--- src/rtl/bubble_sort_pkg.sv ---
`default_nettype none
// +----------------------------------------------------------------------+
// | Module      : bubble_sort_pkg                                        |
// | Description : Shared types for the bubble sort engine.               |
// | Revision    : 1.0  initial release                                   |
// +----------------------------------------------------------------------+
package bubble_sort_pkg;

  // Engine sequencing: one READ/SWAP pair per compare step.
  typedef enum logic [1:0] {
    IDLE = 2'd0,
    READ = 2'd1,
    SWAP = 2'd2,
    DONE = 2'd3
  } state_t;

endpackage
`default_nettype wire

--- src/rtl/bubble_sort_engine_if.sv ---
`default_nettype none
// +----------------------------------------------------------------------+
// | Module      : bubble_sort_engine_if                                  |
// | Description : Load / control / readback bundle of the sort engine.   |
// | Revision    : 1.0  initial release                                   |
// +----------------------------------------------------------------------+
interface bubble_sort_engine_if #(
  parameter int DATA_W = 4,
  parameter int DEPTH  = 4
);
  localparam int AW = $clog2(DEPTH);
  localparam int PW = $clog2(DEPTH) + 1;

  logic              wr_en;
  logic [AW-1:0]     wr_addr;
  logic [DATA_W-1:0] wr_data;
  logic              start;
  logic              descending;
  logic [AW-1:0]     rd_addr;
  logic [DATA_W-1:0] rd_data;
  logic              busy;
  logic              done;
  logic [PW-1:0]     pass_count;

  modport master (
    output wr_en, wr_addr, wr_data, start, descending, rd_addr,
    input  rd_data, busy, done, pass_count
  );

  modport slave (
    input  wr_en, wr_addr, wr_data, start, descending, rd_addr,
    output rd_data, busy, done, pass_count
  );

endinterface
`default_nettype wire

--- src/rtl/bubble_sort_engine_sort_cmp.sv ---
`default_nettype none
// +----------------------------------------------------------------------+
// | Module      : sort_cmp                                               |
// | Description : Order compare; swap when the pair is out of order.     |
// | Revision    : 1.0  initial release                                   |
// +----------------------------------------------------------------------+
module sort_cmp #(
  parameter int DATA_W = 4
) (
  input  wire logic [DATA_W-1:0] a,
  input  wire logic [DATA_W-1:0] b,
  input  wire logic              descending,
  output logic                   swap
);

  // Unsigned compare; equal values never swap so the sort stays stable.
  assign swap = descending ? (a < b) : (a > b);

endmodule
`default_nettype wire

--- src/rtl/bubble_sort_engine.sv ---
`default_nettype none
// +----------------------------------------------------------------------+
// | Module      : bubble_sort_engine                                     |
// | Description : In-place bubble sort over a small register file with   |
// |               early exit when a pass makes no swap.                  |
// | Revision    : 1.0  initial release                                   |
// +----------------------------------------------------------------------+
module bubble_sort_engine
  import bubble_sort_pkg::*;
#(
  parameter int DATA_W = 4,
  parameter int DEPTH  = 4
) (
  input  wire logic           clk,
  input  wire logic           rst_n,
  bubble_sort_engine_if.slave bus
);

  localparam int AW = $clog2(DEPTH);
  localparam int PW = $clog2(DEPTH) + 1;

  state_t            r_state;
  state_t            w_state_next;
  logic [DATA_W-1:0] r_mem [DEPTH];
  logic [DATA_W-1:0] r_a;
  logic [DATA_W-1:0] r_b;
  logic [AW-1:0]     r_i;
  logic [AW-1:0]     r_j;
  logic              r_mode;
  logic              r_swapped;
  logic [PW-1:0]     r_pass_count;
  logic [AW-1:0]     w_j1;
  logic              w_swap;
  logic              w_last_step;
  logic              w_final_pass;

  // Second element of the current pair; never exceeds DEPTH-1.
  assign w_j1 = r_j + AW'(1);

  // Last pair of this pass: the tail beyond DEPTH-1-i is already in place.
  assign w_last_step = int'(r_j) >= (DEPTH - 2 - int'(r_i));

  // Stop after a pass with no swap (counting this step) or after the last pass.
  assign w_final_pass = !(r_swapped || w_swap) || (int'(r_i) == DEPTH - 2);

  sort_cmp #(
    .DATA_W(DATA_W)
  ) u_cmp (
    .a         (r_a),
    .b         (r_b),
    .descending(r_mode),
    .swap      (w_swap)
  );

  // State register.
  always_ff @(posedge clk) begin
    if (!rst_n) r_state <= IDLE;
    else        r_state <= w_state_next;
  end

  // Next-state decode.
  always_comb begin
    w_state_next = r_state;
    case (r_state)
      IDLE:    if (bus.start) w_state_next = READ;
      READ:    w_state_next = SWAP;
      SWAP:    w_state_next = (w_last_step && w_final_pass) ? DONE : READ;
      DONE:    w_state_next = IDLE;
      default: w_state_next = IDLE;
    endcase
  end

  // Storage, pair latches and pass/pair indices.
  always_ff @(posedge clk) begin
    if (!rst_n) begin
      for (int k = 0; k < DEPTH; k++) r_mem[k] <= '0;
      r_a          <= '0;
      r_b          <= '0;
      r_i          <= '0;
      r_j          <= '0;
      r_mode       <= 1'b0;
      r_swapped    <= 1'b0;
      r_pass_count <= '0;
    end else begin
      case (r_state)
        IDLE: begin
          // A write coinciding with start lands before the first READ.
          if (bus.wr_en && (int'(bus.wr_addr) < DEPTH)) r_mem[bus.wr_addr] <= bus.wr_data;
          if (bus.start) begin
            r_i       <= '0;
            r_j       <= '0;
            r_swapped <= 1'b0;
            r_mode    <= bus.descending;
          end
        end
        READ: begin
          r_a <= r_mem[r_j];
          r_b <= r_mem[w_j1];
        end
        SWAP: begin
          if (w_swap) begin
            r_mem[r_j]  <= r_b;
            r_mem[w_j1] <= r_a;
          end
          if (!w_last_step) begin
            r_j       <= r_j + AW'(1);
            r_swapped <= r_swapped | w_swap;
          end else if (w_final_pass) begin
            r_pass_count <= PW'(r_i) + PW'(1);
          end else begin
            r_i       <= r_i + AW'(1);
            r_j       <= '0;
            r_swapped <= 1'b0;
          end
        end
        default: ;
      endcase
    end
  end

  assign bus.rd_data    = (int'(bus.rd_addr) < DEPTH) ? r_mem[bus.rd_addr] : '0;
  assign bus.busy       = (r_state == READ) || (r_state == SWAP);
  assign bus.done       = (r_state == DONE);
  assign bus.pass_count = r_pass_count;

endmodule
`default_nettype wire

--- src/flat_wrapper.sv ---
// flat-port wrapper written by rule: the top's interface ports become plain ports
module bubble_sort_engine_flat import bubble_sort_pkg::*;
#(
  parameter int DATA_W = 4,
  parameter int DEPTH  = 4
)
  (clk, rst_n, bus_wr_en, bus_wr_addr, bus_wr_data, bus_start, bus_descending, bus_rd_addr, bus_rd_data, bus_busy, bus_done, bus_pass_count);
  bubble_sort_engine_if #(.DATA_W(DATA_W), .DEPTH(DEPTH)) bus_i ();
  input  wire logic clk;
  input  wire logic rst_n;
  input wire logic [$bits(bus_i.wr_en)-1:0] bus_wr_en;
  input wire logic [$bits(bus_i.wr_addr)-1:0] bus_wr_addr;
  input wire logic [$bits(bus_i.wr_data)-1:0] bus_wr_data;
  input wire logic [$bits(bus_i.start)-1:0] bus_start;
  input wire logic [$bits(bus_i.descending)-1:0] bus_descending;
  input wire logic [$bits(bus_i.rd_addr)-1:0] bus_rd_addr;
  output wire logic [$bits(bus_i.rd_data)-1:0] bus_rd_data;
  output wire logic [$bits(bus_i.busy)-1:0] bus_busy;
  output wire logic [$bits(bus_i.done)-1:0] bus_done;
  output wire logic [$bits(bus_i.pass_count)-1:0] bus_pass_count;
  assign bus_i.wr_en = bus_wr_en;
  assign bus_i.wr_addr = bus_wr_addr;
  assign bus_i.wr_data = bus_wr_data;
  assign bus_i.start = bus_start;
  assign bus_i.descending = bus_descending;
  assign bus_i.rd_addr = bus_rd_addr;
  assign bus_rd_data = bus_i.rd_data;
  assign bus_busy = bus_i.busy;
  assign bus_done = bus_i.done;
  assign bus_pass_count = bus_i.pass_count;
  bubble_sort_engine #(.DATA_W(DATA_W), .DEPTH(DEPTH)) u_core (.clk(clk), .rst_n(rst_n), .bus(bus_i));
endmodule
--- config.mk ---
export PLATFORM = sky130hd
export DESIGN_NAME = bubble_sort_engine_flat
export DESIGN_NICKNAME = d
export VERILOG_FILES = /design/src/rtl/bubble_sort_pkg.sv /design/src/rtl/bubble_sort_engine_if.sv /design/src/rtl/bubble_sort_engine_sort_cmp.sv /design/src/rtl/bubble_sort_engine.sv /design/src/flat_wrapper.sv
export SDC_FILE = /design/constraint.sdc
export NUM_CORES = 1
export LEC_CHECK = 0
export BUFFER_PORTS_ARGS = -buffer_cell sky130_fd_sc_hd__buf_2
export CAP_MARGIN = 0
export CORE_UTILIZATION = 60
export CTS_CLUSTER_DIAMETER = 50
export DETAILED_ROUTE_END_ITERATION = 6
export PLACE_DENSITY = 0.85
export SYNTH_ARGS = -nofsm -noshare
export SYNTH_HDL_FRONTEND = slang
export SYNTH_SLANG_ARGS = --single-unit
--- constraint.sdc ---
create_clock -name clk -period 6.2 [get_ports clk]
set_input_delay 0.62 -clock clk [delete_from_list [all_inputs] [get_ports clk]]
set_output_delay 0.62 -clock clk [all_outputs]
set_load 0.01 [all_outputs]
==> results of run 1 <==
-- per-stage QoR --
stage                     std cells  cell area, um2  util (%)
final                           335            2740      67.6
after global routing            335            2740      67.6
after CTS                       335            2740      67.6
after detailed placement        327            2640      65.1
after global placement          327            2640      65.1
after floorplan                 275            2560         -
-- worst register-to-register path, cell delays in order, from the launching register on --
cell      delay, ps
dfxtp_1         410
inv_1            90
ha_1            300
nor2b_4         130
o211ai_4        200
a211oi_2        190
o21a_1          380
o311ai_0        910
-- power by group --
group	internal (mW)	switching (mW)
Sequential	0.267	0.0311
Clock	0.101	0.0889
Combinational	0.106	0.147
Total	0.474	0.267
-- metal layers --
metal	GRT usage, %	part of all wire (%)	vias up
met3	6.42	9.7	19
met2	47.3	46	142
li1	-	-	1017
met1	40.4	42	1012
met5	0	0	-
met4	11.7	2.3	0
-- cell type report --
type                    instances  area share, %
well taps                      50           2.28
clock inverters                 1          0.274
flip-flops and latches         35           31.4
multi-input cells             207           56.8
repair buffers                 21           3.83
clock buffers                   7           3.51
inverters                      14           1.92
-- flip-flops by register name (all words and copies together) (netlist names) --
signal,cells
u_core.r_mode,1
u_core.r_mem,16
u_core.bus.pass_count,3
u_core.r_swapped,1
u_core.r_a,4
u_core.r_i,2
u_core.r_state,2
u_core.r_j,2
u_core.r_b,4
-- cells in the mapped netlist, drive strengths merged (3+ instances only) --
cell type | n | area, um2
nand2 | 62 | 233
mux2i | 24 | 240
o21ai | 20 | 100
dfxtp | 19 | 380
edfxtp | 16 | 480
ha | 16 | 200
inv | 14 | 52.6
nor2 | 14 | 52.6
mux4 | 12 | 270
buf | 10 | 56.3
clkbuf | 9 | 33.8
a21oi | 6 | 33.8
nand3 | 6 | 30.0
nor3 | 5 | 25.0
o211ai | 5 | 51.3
nor2b | 4 | 32.5
and3 | 3 | 18.8
o2111ai | 3 | 26.3
o41ai | 3 | 26.3
-- layout by cell type, fill, tap and decap left out, drive strengths merged, types with 2 or more instances in the layout --
cell type and n:
a211oi 2, a21oi 6, a311oi 2, and3 3
buf 21, clkbuf 7, dfxtp 19, edfxtp 16
ha 16, inv 14, mux2 2, mux2i 24
mux4 12, nand2 62, nand2b 2, nand3 6
nor2 14, nor2b 4, nor3 5, o2111ai 3
o211ai 5, o21a 2, o21ai 20, o221ai 2
o22ai 2, o41ai 3
-- kinds of logic (layout without fill, tap and decap cells) --
logic type / count (synthesis) / in the layout / synth area share (%)
and+or+nand+nor: 98 / 98 / 16.4
AOI/OAI and AO/OA: 55 / 55 / 15.8
muxes: 38 / 38 / 20.8
DFF: 35 / 35 / 33.6
buffers and inverters: 33 / 43 / 5.57
adders and majority gates: 16 / 16 / 7.81
-- final timing paths --
| check | from | endpoint | slack (ps) | cells after the start |
|---|---|---|---|---|
| worst max-delay path | u_core.r_b[1] | u_core.r_mem[3][2] | 3210 | 7 |
| worst min-delay path | u_core.bus.pass_count[0] | u_core.bus.pass_count[0] | 470 | 2 |
| worst max register to register | u_core.r_b[1] | u_core.r_mem[3][2] | 3210 | 7 |
| worst min register to register | u_core.bus.pass_count[0] | u_core.bus.pass_count[0] | 470 | 2 |
==> results.json, run 1 <==
{
  "drc": 0,
  "fmax_mhz": 334,
  "grt.overflow.total": 0,
  "ys_seq_area_share_pct": 33.6,
  "clock-sinks": 35,
  "multi_input_area_um2": 1560,
  "regArea_um2": 861,
  "rsz0062_at_grt": "false",
  "tightest_slew_ps": 1090,
  "cp-end-kind": "register",
  "vias_per_cell": 6.54,
  "io_pins": 22,
  "avgSynthCellArea_um2": 9.32,
  "layout_setup_ws_ps": 3210,
  "area_delta_synth_final_pct": 7.08,
  "finalPower_mw": 0.741,
  "post-route-period-util_pct": 48.2,
  "core-area_um2": 4060,
  "die_x_um": 67.4,
  "critPathBufInv": 1,
  "wl_per_cell_um": 18.6,
  "ys.flop_type": "dfxtp_1",
  "critPathTopFamily": "compound AO/OA/AOI/OAI gates",
  "cp_cell_sequence": "inv_1 > ha_1 > nor2b_4 > o211ai_4 > a211oi_2 > o21a_1 > o311ai_0",
  "cts_hold_buffers": 0,
  "routed_wl_mm": 6.24,
  "drv_slew": 0,
  "root_buffer": "clkbuf_8",
  "crit_path_max_fanout": 11,
  "die_h_um": 67.4,
  "cap_violations": 0,
  "crit_arrival_ps": 2910,
  "clk_pin_slew_ps": 80,
  "grt_pass1_wl_mm": 9.71,
  "vdd_ir_drop_max_v": 0.000210,
  "cts_tree": "built",
  "hold_class": "reg2reg",
  "start_util_pct": 63.2,
  "crit_path_top_delay_cell": "o311ai_0",
  "cp.required_ps": 6120,
  "fin_nets": 313,
  "pre_cts_slack_ps": 3290,
  "status": "completed",
  "leakage_nw": 1.06,
  "dp_hpwl_mm": 4.47,
  "critPathMaxStageDelay_ps": 900,
  "setup_violations": 0,
  "skew_ps": 11.0,
  "async_flop_share_pct": 0,
  "whs_ps": 469,
  "grt_pass1_vias": 1965,
  "fin_crit_ps": 2990,
  "die_area_um2": 4540,
  "fillers": 298,
  "post_cts_resized": 0,
  "port_buffers": 21,
  "synthesis.area_um2": 2560,
  "grtUsageTotal_pct": 30.1,
  "drive_gt1_share_pct": 17.5,
  "final_hold_viol_count": 0,
  "antenna_cells": 0,
  "synth_edf_count": 16,
  "gp_congestion": 0.968,
  "grt_max_degree": 33,
  "fin_tns_setup_ps": 0,
  "antenna_left": 0,
  "synth_seq_cells": 35,
  "clock_path_buffers": 2,
  "crit_type": "reg2reg",
  "netlist_instances": 275,
  "startpoint_type": "register",
  "grt_antenna_before_repair": 0,
  "yosys_warnings": 0,
  "drtIter0Drc": 262,
  "syn_nets": 304,
  "cts_inserted_buffers": 5,
  "num_vias": 2190,
  "rows": 23,
  "max-slew-margin-rel_pct": 26.7,
  "power_density_nw_per_um2": 270,
  "clk_latency_ps": 300,
  "cts_max_level": 2,
  "post_cts_buffers": 0,
  "yosysUniqueCellTypes": 44,
  "drt_pass1_iterations": 5
}
Note: power is estimated with default switching activity, not from simulation.
==> inputs of run 2 (changes only) <==
--- a/config.mk
+++ b/config.mk
@@ -7,10 +7,10 @@
 export LEC_CHECK = 0
 export BUFFER_PORTS_ARGS = -buffer_cell sky130_fd_sc_hd__buf_2
 export CAP_MARGIN = 0
-export CORE_UTILIZATION = 60
+export CORE_UTILIZATION = 54
 export CTS_CLUSTER_DIAMETER = 50
 export DETAILED_ROUTE_END_ITERATION = 6
-export PLACE_DENSITY = 0.85
+export PLACE_DENSITY = 0.81
 export SYNTH_ARGS = -nofsm -noshare
 export SYNTH_HDL_FRONTEND = slang
 export SYNTH_SLANG_ARGS = --single-unit
==> constraint.sdc (replaced) <==
create_clock -name clk -period 2.4 [get_ports clk]
set_input_delay 0.24 -clock clk [delete_from_list [all_inputs] [get_ports clk]]
set_output_delay 0.24 -clock clk [all_outputs]
set_load 0.01 [all_outputs]
==> run 2 against run 1 <==
Sequential share of layout area fell by 1.7 points. Sequential power rose to 2.5 times the previous value. Core utilization fell by 2.3 points. Largest cell class unchanged. First-iteration DRC count fell by 16%. Cell area rose by 5.7%.
==> results.json, run 2 (synthesis gave the netlist of run 1 again) <==
{
  "clock-sinks": 35,
  "vias_per_cell": 6.18,
  "hold_class": "in2reg",
  "cp-end-kind": "register",
  "p_sw_share_pct": 36.6,
  "power_frac_comb_pct": 41.3,
  "cap_violations": 0,
  "layout_setup_ws_ps": 88.2,
  "rsz0062_at_grt": "true",
  "p_int_mw": 1.26,
  "fin_crit_ps": 2310,
  "drtIter0Drc": 221,
  "clock_path_buffers": 2,
  "vdd_ir_drop_max_v": 0.000434,
  "grtUsageTotal_pct": 27.3,
  "grt_antenna_before_repair": 0,
  "cp.required_ps": 2420,
  "die_area_um2": 5020,
  "p_switching_mw": 0.727,
  "place_area_um2": 2770,
  "grt_pass1_vias": 2064,
  "core-area_um2": 4440,
  "rows": 24,
  "skew_ps": 6.35,
  "tightest_slew_ps": 644,
  "die_x_um": 70.9,
  "antenna_cells": 0,
  "area_delta_synth_final_pct": 13.2,
  "largest_register": "u_core.r_mem",
  "regArea_um2": 862,
  "root_buffer": "clkbuf_8",
  "io_pins": 22,
  "antenna_left": 0,
  "finalPower_mw": 1.99,
  "fillers": 371,
  "max-slew-margin-rel_pct": 57.1,
  "crit_arrival_ps": 2330,
  "seq_power_share_pct": 37.7,
  "post-route-period-util_pct": 96.3,
  "stdcell_area_um2": 2900,
  "fin_nets": 330,
  "leakage_nw": 1.15,
  "cts_hold_buffers": 0,
  "die_h_um": 70.9,
  "largest_register_ffs": 16,
  "setup_violations": 0,
  "grt_max_degree": 20,
  "multi_input_area_um2": 1600,
  "fmax_mhz": 433,
  "largest_registers": "u_core.r_mem: 16 flops, u_core.r_a: 4 flops, u_core.r_b: 4 flops",
  "final_common_cell": "nand2_1",
  "status": "completed",
  "start_util_pct": 57.7,
  "pre_cts_slack_ps": -129,
  "port_buffers": 21,
  "wl_per_cell_um": 17.7,
  "cts_inserted_buffers": 5,
  "drc": 0,
  "crit_type": "reg2reg",
  "clk_pin_slew_ps": 70,
  "gp_congestion": 0.921,
  "cts_tree": "built",
  "drv_slew": 0,
  "final_cell_mix": "nand2_1, mux2i_1, buf_2",
  "final_hold_viol_count": 0,
  "pwr-share-clk_pct": 21.0,
  "grt_pass1_wl_mm": 10.3,
  "drive_gt1_share_pct": 24.2,
  "clk_latency_ps": 290,
  "cts_max_level": 2,
  "routed_wl_mm": 6.27,
  "drt_pass1_iterations": 7,
  "crit_path_max_fanout": 9,
  "dp_hpwl_mm": 4.85,
  "num_vias": 2186,
  "startpoint_type": "register",
  "grt.overflow.total": 0,
  "power_density_nw_per_um2": 685
}
## run 2: critical path: stages, from the launching register on
cell      delay, ps
dfxtp_1         330
inv_1            60
ha_1            300
nor2b_4         140
o211ai_4        250
a211oi_4        130
buf_4           150
o21ai_2         500
mux2i_1         170
## run 2: cell type report
cell class	count	share of cell area, %
sequential	35	29.7
tap	52	2.24
inverter	14	1.81
clock inverter	1	0.172
multi-input combinational	207	55.3
timing repair buffer	38	8.15
clock buffer	7	2.63
## run 2: through the flow
stage | instances | hold WS (ps) | TNS, ps | util (%)
6_report | 354 | 198 | 0 | 65.3
5_1_grt | 354 | 211 | -56.0 | 65.3
4_1_cts | 353 | 189 | 0 | 64.3
3_5_place_dp | 345 | 454 | -961 | 62.4
3_3_place_gp | 345 | 445 | 0 | 62.4
2_1_floorplan | 275 | 388 | 0 | -
## run 2: worst paths after layout
path	startpoint	end	slack, ps	cells past startpoint
min reg2reg	u_core.bus.pass_count[0]	u_core.bus.pass_count[0]	470	2
max reg2reg	u_core.r_b[1]	u_core.r_mem[1][1]	90	8
max	u_core.r_b[1]	u_core.r_mem[1][1]	90	8
min	bus_descending	u_core.r_mode	200	3
## run 2: metal layers
metal	part of all wire, %	global-route usage, %	routed length [um]	up-vias
li1	-	-	-	1056
met1	44	38.9	2770	1031
met2	45	39.7	2840	88
met3	8.8	7.55	554	11
met4	1.8	10.7	110	0
met5	0	0	0	-
## run 2: power by group through the flow
stage	clock, mW	combinational, mW	sequential, mW
4_1_cts	0.425	0.754	0.745
3_5_place_dp	0	0.747	0.759
5_1_grt	0.442	0.882	0.756
6_report	0.418	0.820	0.749
2_1_floorplan	0	0.539	0.746
3_3_place_gp	0	0.736	0.754
## run 2: repair_timing
action / CTS / global route
buffers inserted: 0 / 1
setup endpoints to repair: 9 / 19
endpoints found under the hold margin: 0 / 0
gates resized for setup: 1 / 9
pin swaps: 0 / 1
==> inputs of run 3 (changes only) <==
--- a/config.mk
+++ b/config.mk
@@ -10,7 +10,7 @@
 export CORE_UTILIZATION = 54
 export CTS_CLUSTER_DIAMETER = 50
 export DETAILED_ROUTE_END_ITERATION = 6
-export PLACE_DENSITY = 0.81
+export PLACE_DENSITY = 0.76
 export SYNTH_ARGS = -nofsm -noshare
 export SYNTH_HDL_FRONTEND = slang
 export SYNTH_SLANG_ARGS = --single-unit
==> run 3 against run 2 <==
The run now ends with design-rule violations left. Sequential power is 0.5% higher. Worst setup slack got worse by 8.1 ps. Sequential cell count unchanged. Hold slack got worse by 1.1 ps. First-iteration DRC count increased by 19%. Register-to-register slack about the same. Die area unchanged. Cell count grew 1.1%. Sequential share of layout area is 0.37 points lower. Core utilization up 0.82 points. Highest routed layer unchanged.
==> results.json, run 3 (synthesis gave the netlist of run 1 again) <==
{
  "status": "finished with violations",
  "violations": "design-rule violations",
  "antenna_left": 0,
  "drtIter0Drc": 264,
  "fmax_mhz": 431,
  "fin_nets": 334,
  "die_x_um": 70.9,
  "port_buffers": 21,
  "critPathMaxStageDelay_ps": 350,
  "vias_per_cell": 6.33,
  "routed_wl_mm": 6.51,
  "clk_pin_slew_ps": 80,
  "setup_violations": 0,
  "final_cell_mix": "nand2_1, mux2i_1, buf_2, buf_4, o21ai_0",
  "root_buffer": "clkbuf_8",
  "die_area_um2": 5020,
  "io_pins": 22,
  "regArea_um2": 862,
  "die_h_um": 70.9,
  "hold_class": "in2reg",
  "rows": 24,
  "stdcell_area_um2": 2940,
  "clock-sinks": 35,
  "num_vias": 2265,
  "cp_cell_sequence": "inv_1 > ha_1 > nor2b_4 > o211ai_4 > a211oi_4 > o21a_2 > buf_4 > o311ai_1 > buf_4",
  "crit_type": "reg2reg",
  "cts_inserted_buffers": 5,
  "drc": 4,
  "leakage_nw": 1.19,
  "skew_ps": 10.4,
  "fin_crit_ps": 2320,
  "core-area_um2": 4440,
  "cp_common_cell": "buf_4",
  "critPathBufInv": 3,
  "grt_pass1_vias": 2069,
  "tightest_slew_ps": 605,
  "min_from": "bus_descending",
  "final_common_cell": "nand2_1",
  "cap_violations": 0,
  "drt_pass1_iterations": 7,
  "max-slew-margin-rel_pct": 59.6,
  "grt_antenna_before_repair": 0,
  "multi_input_area_um2": 1590,
  "cp-startpoint": "u_core.r_b[1]",
  "cts_tree": "built",
  "startpoint_type": "register",
  "gp_congestion": 0.971,
  "grt.overflow.total": 0,
  "cts_hold_buffers": 0,
  "start_util_pct": 57.7,
  "grt_pass1_wl_mm": 10.6,
  "critPathTopFamily": "compound AO/OA/AOI/OAI gates",
  "crit_arrival_ps": 2340,
  "final_hold_viol_count": 0,
  "largest_registers": "u_core.r_mem: 16 flops, u_core.r_a: 4 flops, u_core.r_b: 4 flops",
  "clk_latency_ps": 300,
  "wl_per_cell_um": 18.2,
  "drv_slew": 0,
  "largest_register_ffs": 16,
  "whs_ps": 196,
  "dp_hpwl_mm": 5.01,
  "largest_register": "u_core.r_mem",
  "grt_max_degree": 23,
  "r2r_start": "u_core.r_b[1]",
  "grtUsageTotal_pct": 28.2,
  "cp.required_ps": 2420,
  "post-route-period-util_pct": 96.7,
  "antenna_cells": 0,
  "cp-end-kind": "register",
  "crit_path_max_fanout": 7,
  "area_delta_synth_final_pct": 14.6,
  "drive_gt1_share_pct": 24.5,
  "crit_path_top_delay_cell": "dfxtp_2",
  "vdd_ir_drop_max_v": 0.000421,
  "place_area_um2": 2800,
  "fillers": 367,
  "clock_path_buffers": 2,
  "cts_max_level": 2,
  "power_density_nw_per_um2": 699
}
-- run 3: area by class of cell --
cell class,instances,area share (%)
Multi-Input combinational cell,207,54.0
Sequential cell,35,29.3
Timing Repair Buffer,42,8.94
Clock buffer,5,2.34
Tap cell,52,2.21
Inverter,14,1.79
Clock inverter,3,1.32
-- run 3: repair_timing --
action | in CTS | in global routing
setup endpoints to repair | 0 | 15
buffers inserted | 0 | 2
resized for setup | 0 | 5
-- run 3: worst paths after layout --
kind | endpoint | slack (ps) | cells past startpoint
min | u_core.r_mode | 200 | 3
max | u_core.r_mem[3][1] | 80 | 9
max reg2reg | u_core.r_mem[3][1] | 80 | 9
min reg2reg | u_core.bus.pass_count[1] | 460 | 2
-- run 3: per-stage QoR --
stage,power [mW],instances,setup slack (ps),TNS [ps],utilization [%]
after CTS,2.03,356,16.9,0,65.3
after detailed placement,1.51,348,17.3,0,62.9
after global placement,1.50,348,83.5,0,62.9
after floorplan,1.29,275,24.1,0,-
after global routing,2.15,358,-0.330,-0.658,66.1
final,2.05,358,80.1,0,66.1
-- run 3: worst reg2reg max path, delay by kind of cell (launching register included) --
| kind | cells | cell delay [ps] |
|---|---|---|
| DFF | 1 | 350 |
| adders and majority gates | 1 | 300 |
| buffers and inverters | 3 | 410 |
| AOI/OAI and AO/OA | 4 | 860 |
| and+or+nand+nor | 1 | 140 |
-- run 3: report_power, final --
| group | internal [mW] | total [mW] | switching, mW |
|---|---|---|---|
| Sequential | 0.690 | 0.753 | 0.0627 |
| Clock | 0.304 | 0.525 | 0.221 |
| Combinational | 0.342 | 0.776 | 0.434 |
-- run 3: metal layers --
metal	wire [um]	track usage [%]	vias to the layer above
met2	3110	45.4	130
met5	0	0	-
met3	573	6.41	18
met4	170	11.1	0
met1	2650	37.1	1056
li1	-	-	1061
